==> src/rtl/conv2d_mc_if.sv <==
// Stream bundle for the convolution engine: filter in, activation in, result out.
// The master side is the job driver; the slave side is the engine.
interface conv2d_mc_if #(
  parameter int DW = 8,
  parameter int FW = 9,
  parameter int OW = 20
);
  logic                 f_valid;
  logic                 f_ready;
  logic signed [FW-1:0] f_data;
  logic                 a_valid;
  logic                 a_ready;
  logic signed [DW-1:0] a_data;
  logic                 out_valid;
  logic                 out_ready;
  logic signed [OW-1:0] out_data;

  modport master (
    output f_valid, f_data, a_valid, a_data, out_ready,
    input  f_ready, a_ready, out_valid, out_data
  );

  modport slave (
    input  f_valid, f_data, a_valid, a_data, out_ready,
    output f_ready, a_ready, out_valid, out_data
  );
endinterface

==> src/rtl/conv2d_mc_engine.sv <==
// Self-sequenced multi-channel 2-D convolution: load filters, load activations,
// then one MAC per cycle per output pixel, with padding, stride, ReLU and saturation.
module conv2d_mc_engine #(
  parameter int DW  = 8,
  parameter int FW  = 9,
  parameter int OW  = 20,
  parameter int AS  = 6,
  parameter int FS  = 3,
  parameter int STR = 1,
  parameter int ZP  = 0,
  parameter int CH  = 2
) (
  input  logic             clk,
  input  logic             rst,
  input  logic             start,
  input  logic             cfg_relu,
  conv2d_mc_if.slave       bus,
  output logic             busy,
  output logic             done
);

  localparam int PS   = AS + 2*ZP;
  localparam int OS   = (PS - FS) / STR + 1;
  localparam int NF   = CH*FS*FS;
  localparam int NS   = CH*PS*PS;
  localparam int ACCW = DW + FW + $clog2(NF);
  localparam int CW   = $clog2(CH + PS);
  localparam int FAW  = (NF > 1) ? $clog2(NF) : 1;
  localparam int SAW  = (NS > 1) ? $clog2(NS) : 1;
  localparam logic signed [63:0] OMAX = (64'sd1 <<< (OW-1)) - 64'sd1;
  localparam logic signed [63:0] OMIN = -(64'sd1 <<< (OW-1));

  if (FS > AS + 2*ZP || STR < 1) begin : g_bad_cfg
    $error("conv2d_mc_engine: filter larger than padded map, or zero stride");
  end

  typedef enum logic [2:0] {IDLE, LOAD_F, LOAD_A, MAC, EMIT, FIN} state_t;
  state_t state;

  logic                      relu_q;
  logic [FAW-1:0]            f_cnt;
  logic [CW-1:0]             lch, lr, lc;
  logic [CW-1:0]             mch, mfr, mfc;
  logic [CW-1:0]             orow, ocol;
  logic signed [ACCW-1:0]    acc;

  // Store includes the padding ring; it is zeroed at start and only the interior is written.
  logic signed [DW-1:0]      store [NS];
  logic signed [FW-1:0]      filt  [NF];

  logic [SAW-1:0]            rd_addr, wr_addr;
  logic [FAW-1:0]            fr_addr;
  logic signed [DW+FW-1:0]   prod;
  logic signed [ACCW-1:0]    acc_next;
  logic signed [63:0]        wide;
  logic signed [OW-1:0]      res;
  logic                      mac_last, f_fire, a_fire;

  always_comb begin
    rd_addr  = SAW'(int'(mch)*PS*PS + (int'(orow)*STR + int'(mfr))*PS
                    + int'(ocol)*STR + int'(mfc));
    wr_addr  = SAW'(int'(lch)*PS*PS + (int'(lr) + ZP)*PS + int'(lc) + ZP);
    fr_addr  = FAW'(int'(mch)*FS*FS + int'(mfr)*FS + int'(mfc));
    prod     = (DW+FW)'(store[rd_addr]) * (DW+FW)'(filt[fr_addr]);
    acc_next = acc + ACCW'(prod);
    mac_last = (mch == CW'(CH-1)) && (mfr == CW'(FS-1)) && (mfc == CW'(FS-1));
    f_fire   = bus.f_valid && bus.f_ready;
    a_fire   = bus.a_valid && bus.a_ready;

    // ReLU first, then clamp to the signed output range.
    wide = 64'(acc_next);
    if (relu_q && wide < 64'sd0) wide = 64'sd0;
    if (wide > OMAX)      res = OMAX[OW-1:0];
    else if (wide < OMIN) res = OMIN[OW-1:0];
    else                  res = wide[OW-1:0];
  end

  always_ff @(posedge clk) begin
    if (state == IDLE && start) begin
      for (int i = 0; i < NS; i++) store[i] <= '0;
    end else if (a_fire) begin
      store[wr_addr] <= bus.a_data;
    end
    if (f_fire) filt[f_cnt] <= bus.f_data;
  end

  always_ff @(posedge clk or posedge rst) begin
    if (rst) begin
      state         <= IDLE;
      relu_q        <= 1'b0;
      f_cnt         <= '0;
      lch           <= '0;
      lr            <= '0;
      lc            <= '0;
      mch           <= '0;
      mfr           <= '0;
      mfc           <= '0;
      orow          <= '0;
      ocol          <= '0;
      acc           <= '0;
      bus.f_ready   <= 1'b0;
      bus.a_ready   <= 1'b0;
      bus.out_valid <= 1'b0;
      bus.out_data  <= '0;
      busy          <= 1'b0;
      done          <= 1'b0;
    end else begin
      done <= 1'b0;
      case (state)
        IDLE: begin
          if (start) begin
            relu_q      <= cfg_relu;
            acc         <= '0;
            f_cnt       <= '0;
            lch         <= '0;
            lr          <= '0;
            lc          <= '0;
            mch         <= '0;
            mfr         <= '0;
            mfc         <= '0;
            orow        <= '0;
            ocol        <= '0;
            bus.f_ready <= 1'b1;
            busy        <= 1'b1;
            state       <= LOAD_F;
          end
        end
        LOAD_F: begin
          if (f_fire) begin
            if (f_cnt == FAW'(NF-1)) begin
              bus.f_ready <= 1'b0;
              bus.a_ready <= 1'b1;
              state       <= LOAD_A;
            end else begin
              f_cnt <= f_cnt + FAW'(1);
            end
          end
        end
        LOAD_A: begin
          if (a_fire) begin
            if (lc == CW'(AS-1)) begin
              lc <= '0;
              if (lr == CW'(AS-1)) begin
                lr <= '0;
                if (lch == CW'(CH-1)) begin
                  lch         <= '0;
                  bus.a_ready <= 1'b0;
                  state       <= MAC;
                end else begin
                  lch <= lch + CW'(1);
                end
              end else begin
                lr <= lr + CW'(1);
              end
            end else begin
              lc <= lc + CW'(1);
            end
          end
        end
        MAC: begin
          acc <= acc_next;
          if (mfc == CW'(FS-1)) begin
            mfc <= '0;
            if (mfr == CW'(FS-1)) begin
              mfr <= '0;
              mch <= (mch == CW'(CH-1)) ? '0 : mch + CW'(1);
            end else begin
              mfr <= mfr + CW'(1);
            end
          end else begin
            mfc <= mfc + CW'(1);
          end
          // Result registered off the final sum so out_valid rises with no extra cycle.
          if (mac_last) begin
            bus.out_data  <= res;
            bus.out_valid <= 1'b1;
            state         <= EMIT;
          end
        end
        EMIT: begin
          if (bus.out_ready) begin
            bus.out_valid <= 1'b0;
            acc           <= '0;
            state         <= MAC;
            if (ocol == CW'(OS-1)) begin
              ocol <= '0;
              if (orow == CW'(OS-1)) begin
                orow  <= '0;
                busy  <= 1'b0;
                done  <= 1'b1;
                state <= FIN;
              end else begin
                orow <= orow + CW'(1);
              end
            end else begin
              ocol <= ocol + CW'(1);
            end
          end
        end
        FIN: begin
          state <= IDLE;
        end
        default: begin
          state <= IDLE;
        end
      endcase
    end
  end

endmodule

==> src/flat_wrapper.sv <==
// flat-port wrapper written by rule: the top's interface ports become plain ports
module conv2d_mc_engine_flat 
#(
  parameter int DW  = 8,
  parameter int FW  = 9,
  parameter int OW  = 20,
  parameter int AS  = 6,
  parameter int FS  = 3,
  parameter int STR = 1,
  parameter int ZP  = 0,
  parameter int CH  = 2
)
  (clk, rst, start, cfg_relu, busy, done, bus_f_valid, bus_f_data, bus_a_valid, bus_a_data, bus_out_ready, bus_f_ready, bus_a_ready, bus_out_valid, bus_out_data);
  conv2d_mc_if #(.DW(DW), .FW(FW), .OW(OW)) bus_i ();
  input  logic clk;
  input  logic rst;
  input  logic start;
  input  logic cfg_relu;
  output logic busy;
  output logic done;
  input wire logic [$bits(bus_i.f_valid)-1:0] bus_f_valid;
  input wire logic [$bits(bus_i.f_data)-1:0] bus_f_data;
  input wire logic [$bits(bus_i.a_valid)-1:0] bus_a_valid;
  input wire logic [$bits(bus_i.a_data)-1:0] bus_a_data;
  input wire logic [$bits(bus_i.out_ready)-1:0] bus_out_ready;
  output wire logic [$bits(bus_i.f_ready)-1:0] bus_f_ready;
  output wire logic [$bits(bus_i.a_ready)-1:0] bus_a_ready;
  output wire logic [$bits(bus_i.out_valid)-1:0] bus_out_valid;
  output wire logic [$bits(bus_i.out_data)-1:0] bus_out_data;
  assign bus_i.f_valid = bus_f_valid;
  assign bus_i.f_data = bus_f_data;
  assign bus_i.a_valid = bus_a_valid;
  assign bus_i.a_data = bus_a_data;
  assign bus_i.out_ready = bus_out_ready;
  assign bus_f_ready = bus_i.f_ready;
  assign bus_a_ready = bus_i.a_ready;
  assign bus_out_valid = bus_i.out_valid;
  assign bus_out_data = bus_i.out_data;
  conv2d_mc_engine #(.DW(DW), .FW(FW), .OW(OW), .AS(AS), .FS(FS), .STR(STR), .ZP(ZP), .CH(CH)) u_core (.clk(clk), .rst(rst), .start(start), .cfg_relu(cfg_relu), .bus(bus_i), .busy(busy), .done(done));
endmodule
==> config.mk <==
export PLATFORM = sky130hd
export DESIGN_NAME = conv2d_mc_engine_flat
export DESIGN_NICKNAME = d
export VERILOG_FILES = /design/src/rtl/conv2d_mc_if.sv /design/src/rtl/conv2d_mc_engine.sv /design/src/flat_wrapper.sv
export SDC_FILE = /design/constraint.sdc
export NUM_CORES = 2
export LEC_CHECK = 0
export BUFFER_PORTS_ARGS = -buffer_cell sky130_fd_sc_hd__buf_2
export CORE_MARGIN = 1
export CORE_UTILIZATION = 53
export CTS_BUF_LIST = sky130_fd_sc_hd__clkbuf_16
export CTS_CLUSTER_SIZE = 14
export DETAILED_ROUTE_END_ITERATION = 8
export PLACE_DENSITY = 0.75
export REMOVE_ABC_BUFFERS = 1
export SLEW_MARGIN = 20
export SYNTH_ARGS = -nofsm -noshare
export SYNTH_HDL_FRONTEND = slang
export SYNTH_SLANG_ARGS = --single-unit
==> constraint.sdc <==
create_clock -name clk -period 12.5 [get_ports clk]
set_input_delay 0 -clock clk [delete_from_list [all_inputs] [get_ports clk]]
set_output_delay 0 -clock clk [all_outputs]
set_load 0.1 [all_outputs]
==> run summary <==
=====================================================================================
Global placement routability congestion ................................        0.869
Post-synth ARST share ..................................................        6.32%
Slew Limit Headroom ....................................................        21.7%
Die Outline Area .......................................................   0.113 mm^2
Layout net count .......................................................        3,911
Most used DFF post-synth ............................................... sky130_fd_sc_hd__edfxtp_1
Routed length per placed instance ......................................      26.2 um
Number of max-capacitance violations reported ..........................            0
Critical path data required time .......................................     13.07 ns
CP Launch Type .........................................................    flip-flop
Worst clock skew on the final layout ...................................    0.0330 ns
Launch point of the critical path ...................................... u_core.mfr[0]
Area of the core .......................................................   0.111 mm^2
Insertion delay to the later sink of the worst-skew pair ...............      0.74 ns
Clock tree from TritonCTS ..............................................         done
Root buffer cell ....................................................... sky130_fd_sc_hd__clkbuf_16
Number of resized instances in the post-cts repair step ................            0
Number of register bits inferred by synthesis ..........................        1,266
Row Count ..............................................................          122
CP bufs+invs ...........................................................            5
Number of global-route vias before repair ..............................       32,200
Clock-pin slew of the registers on the worst-case setup and hold paths .      0.06 ns
Initial standard-cell utilization of the core ..........................        53.5%
Total clock buffers created by CTS .....................................          130
Synth Area per Inst ....................................................    16.5 um^2
Total grt overflow .....................................................            0
Initial antenna violation count ........................................            5
Slew of the pin with the lowest slew margin ............................      1.17 ns
Synthesized cell area ..................................................  0.0593 mm^2
Post-DRT Antenna Nets ..................................................            0
Internal reg-to-reg setup slack ........................................      1.01 ns
Die span in y ..........................................................       336 um
Remaining DRCs .........................................................            0
Global Route Usage Sum .................................................        24.9%
DR vias/cell ...........................................................         6.05
Setup repair after global routing missed its margin ....................        false
Most used cell, CP ..................................................... sky130_fd_sc_hd__fa_1
Via total after detailed routing .......................................       31,800
Routed WL ..............................................................       137 mm
Startpoint of the most critical register-to-register path .............. u_core.mfr[0]
CP max FO ..............................................................           64
Critical path's largest stage delay ....................................      1.44 ns
Area used by multi-input combinational logic ...........................  0.0202 mm^2
DRT Pass-1 Iters .......................................................            5
WS Path Type ...........................................................   reg -> reg
Worst endpoint data arrival time .......................................     12.07 ns
Portion of the post-synthesis area used by sequential elements .........        63.5%
Number of enable-type register cells in the synthesized netlist ........        1,186
Logic depth of the worst register-to-register path .....................           29
Critical Path End ...................................................... u_core.bus.out_data[7]
Synthesized instance count .............................................        3,585
Number of DRC markers after the initial detailed-route iteration .......        3,553
Minimum clock period ...................................................     11.49 ns
Fill cell instance count of the final layout ...........................        8,027
Crit. End Element ......................................................    flip-flop
Share of layout cells above drive strength 1 ...........................        19.2%
Die width ..............................................................       336 um
Distinct cell type count of the synthesized netlist ....................           58
Endpoints failing hold .................................................            0
Pin count of the biggest net entering global routing ...................           89
Fin. max-slew vios .....................................................            0
Number of clock sinks ..................................................        1,266
Total number of yosys warnings .........................................            0
Result of the run ......................................................    completed
Cell family with most CP delay .........................................  adder cells
Slowest stage cell, crit path .......................................... sky130_fd_sc_hd__fa_4
Number of placed I/O pins ..............................................           49
Fraction of the cycle the final worst path needs .......................        91.9%
First-pass GRT wire length .............................................       206 mm
Worst reg2reg path endpoint ............................................ u_core.bus.out_data[7]
Detail Placement HPWL ..................................................      86.4 mm
Number of setup buffers added after CTS ................................            0
Kind of path behind the tightest hold check ............................    in -> reg
Number of setup violations in the final report .........................            0
Input/output buffers ...................................................           48
Area grow syn2layout ...................................................        10.9%
Achievable frequency ...................................................     87.0 MHz
Sequential Area ........................................................  0.0376 mm^2
Number of buffers on the longest clock path ............................            3
CTS H-Tree Depth .......................................................            4
Final hold slack .......................................................     0.187 ns
Levels on crit path ....................................................           29
=====================================================================================
## worst min path at each step
| stage | startpoint | end | slack [ns] | depth (start not counted) |
|---|---|---|---|---|
| 6_report | bus_out_ready | u_core.done | 0.19 | 4 |
| 2_1_floorplan | bus_f_data[0] | u_core.filt[0][0] | 0.1 | 0 |
| 5_1_grt | bus_out_ready | u_core.done | 0.20 | 4 |
| 4_1_cts | bus_out_ready | u_core.done | 0.15 | 4 |
| 3_5_place_dp | rst | u_core.done | 0.11 | 2 |
| 3_3_place_gp | rst | u_core.done | 0.12 | 2 |
## layer usage
metal	vias to the layer above	global-route usage, %	part of all wire [%]
li1	13600	-	-
met4	4	8.94	3.2
met5	-	0	0.023
met2	1514	39.5	48
met3	222	4.37	8.4
met1	16400	34.9	40
## flip-flops by register name, summed over array words and instances (netlist names), 3 cells and up
name and count:
u_core.lch 3, u_core.lc 3, u_core.mfr 3, u_core.f_cnt 5
u_core.mch 3, u_core.mfc 3, u_core.filt 162, u_core.bus.out_data 20
u_core.orow 3, u_core.lr 3, u_core.ocol 3, u_core.store 1024
u_core.state 3, u_core.acc 22
## cell families after synthesis
logic type	synth area share, %
flip-flops	63.5
AND/OR/NAND/NOR	9.07
multiplexers	15.0
buffers and inverters	2.62
AO/OA/AOI/OAI	2.75
adder cells (fa/ha/maj)	6.35
XOR/XNOR	0.722
## stage by stage
step | util (%) | cells | TNS, ns | setup WS [ns] | cell area [um^2]
2_1_floorplan | - | 3377 | -170.37 | -5.13 | 58400
3_3_place_gp | 55.3 | 4989 | 0 | 1.28 | 61300
3_5_place_dp | 55.3 | 4989 | 0 | 1.03 | 61300
4_1_cts | 59.3 | 5245 | 0 | 1.05 | 65700
5_1_grt | 59.3 | 5245 | 0 | 0.212 | 65700
6_report | 59.3 | 5248 | 0 | 1.01 | 65700
## cell type report
| type | instances | area share (%) |
|---|---|---|
| diodes | 3 | 0.0114 |
| clock buffers | 132 | 5.03 |
| clock inverters | 98 | 1.33 |
| inverters | 173 | 0.990 |
| multi-input cells | 1938 | 30.8 |
| flip-flops and latches | 1266 | 57.3 |
| well taps | 1488 | 2.83 |
| repair buffers | 150 | 1.79 |
## cells in the mapped netlist, types with 14 or more instances
cell type | count | area share [%]
sky130_fd_sc_hd__edfxtp_1 | 1186 | 60
sky130_fd_sc_hd__and2_1 | 585 | 6.2
sky130_fd_sc_hd__mux4_2 | 381 | 14
sky130_fd_sc_hd__nor2_1 | 238 | 1.5
sky130_fd_sc_hd__inv_1 | 173 | 1.1
sky130_fd_sc_hd__clkbuf_1 | 149 | 0.94
sky130_fd_sc_hd__o21ai_0 | 128 | 1.1
sky130_fd_sc_hd__fa_1 | 121 | 4.1
sky130_fd_sc_hd__ha_1 | 107 | 2.3
sky130_fd_sc_hd__nand2_1 | 83 | 0.53
sky130_fd_sc_hd__dfrtp_1 | 80 | 3.4
sky130_fd_sc_hd__a21oi_1 | 41 | 0.35
sky130_fd_sc_hd__xnor2_1 | 30 | 0.44
sky130_fd_sc_hd__buf_1 | 25 | 0.16
sky130_fd_sc_hd__o32ai_1 | 20 | 0.30
sky130_fd_sc_hd__nand3_1 | 19 | 0.16
sky130_fd_sc_hd__a22o_1 | 17 | 0.25
sky130_fd_sc_hd__xor2_1 | 17 | 0.25
sky130_fd_sc_hd__a21o_1 | 16 | 0.20
sky130_fd_sc_hd__buf_2 | 15 | 0.13
sky130_fd_sc_hd__nand2b_1 | 15 | 0.16
sky130_fd_sc_hd__mux2i_1 | 14 | 0.24
sky130_fd_sc_hd__nor3_1 | 14 | 0.12
## cell usage in the layout (no fill, tap or decap), types with 35 or more instances in the layout
master and n:
sky130_fd_sc_hd__buf_2 40, sky130_fd_sc_hd__fa_1 119, sky130_fd_sc_hd__o21ai_1 35, sky130_fd_sc_hd__o21ai_0 93
sky130_fd_sc_hd__inv_1 197, sky130_fd_sc_hd__edfxtp_1 1186, sky130_fd_sc_hd__ha_1 103, sky130_fd_sc_hd__a21oi_1 41
sky130_fd_sc_hd__mux4_2 381, sky130_fd_sc_hd__buf_4 77, sky130_fd_sc_hd__dfrtp_1 80, sky130_fd_sc_hd__clkbuf_16 132
sky130_fd_sc_hd__nand2_1 83, sky130_fd_sc_hd__nor2_1 237, sky130_fd_sc_hd__and2_1 585
## worst min-delay path, stage by stage
cell and delay, ns:
sky130_fd_sc_hd__dlygate4sd3_1 0.53, sky130_fd_sc_hd__buf_2 0.18, sky130_fd_sc_hd__nand3_1 0.12, sky130_fd_sc_hd__nor2_1 0.05
## repair_timing
item / 4_1_cts / 5_1_grt
endpoints found under the hold margin: 603 / 0
hold buffers: 26 / 0
setup endpoints to repair: 0 / 0
Power is not shown: default switching activity piles up to over one toggle a cycle in this logic, so the estimate is an artifact.
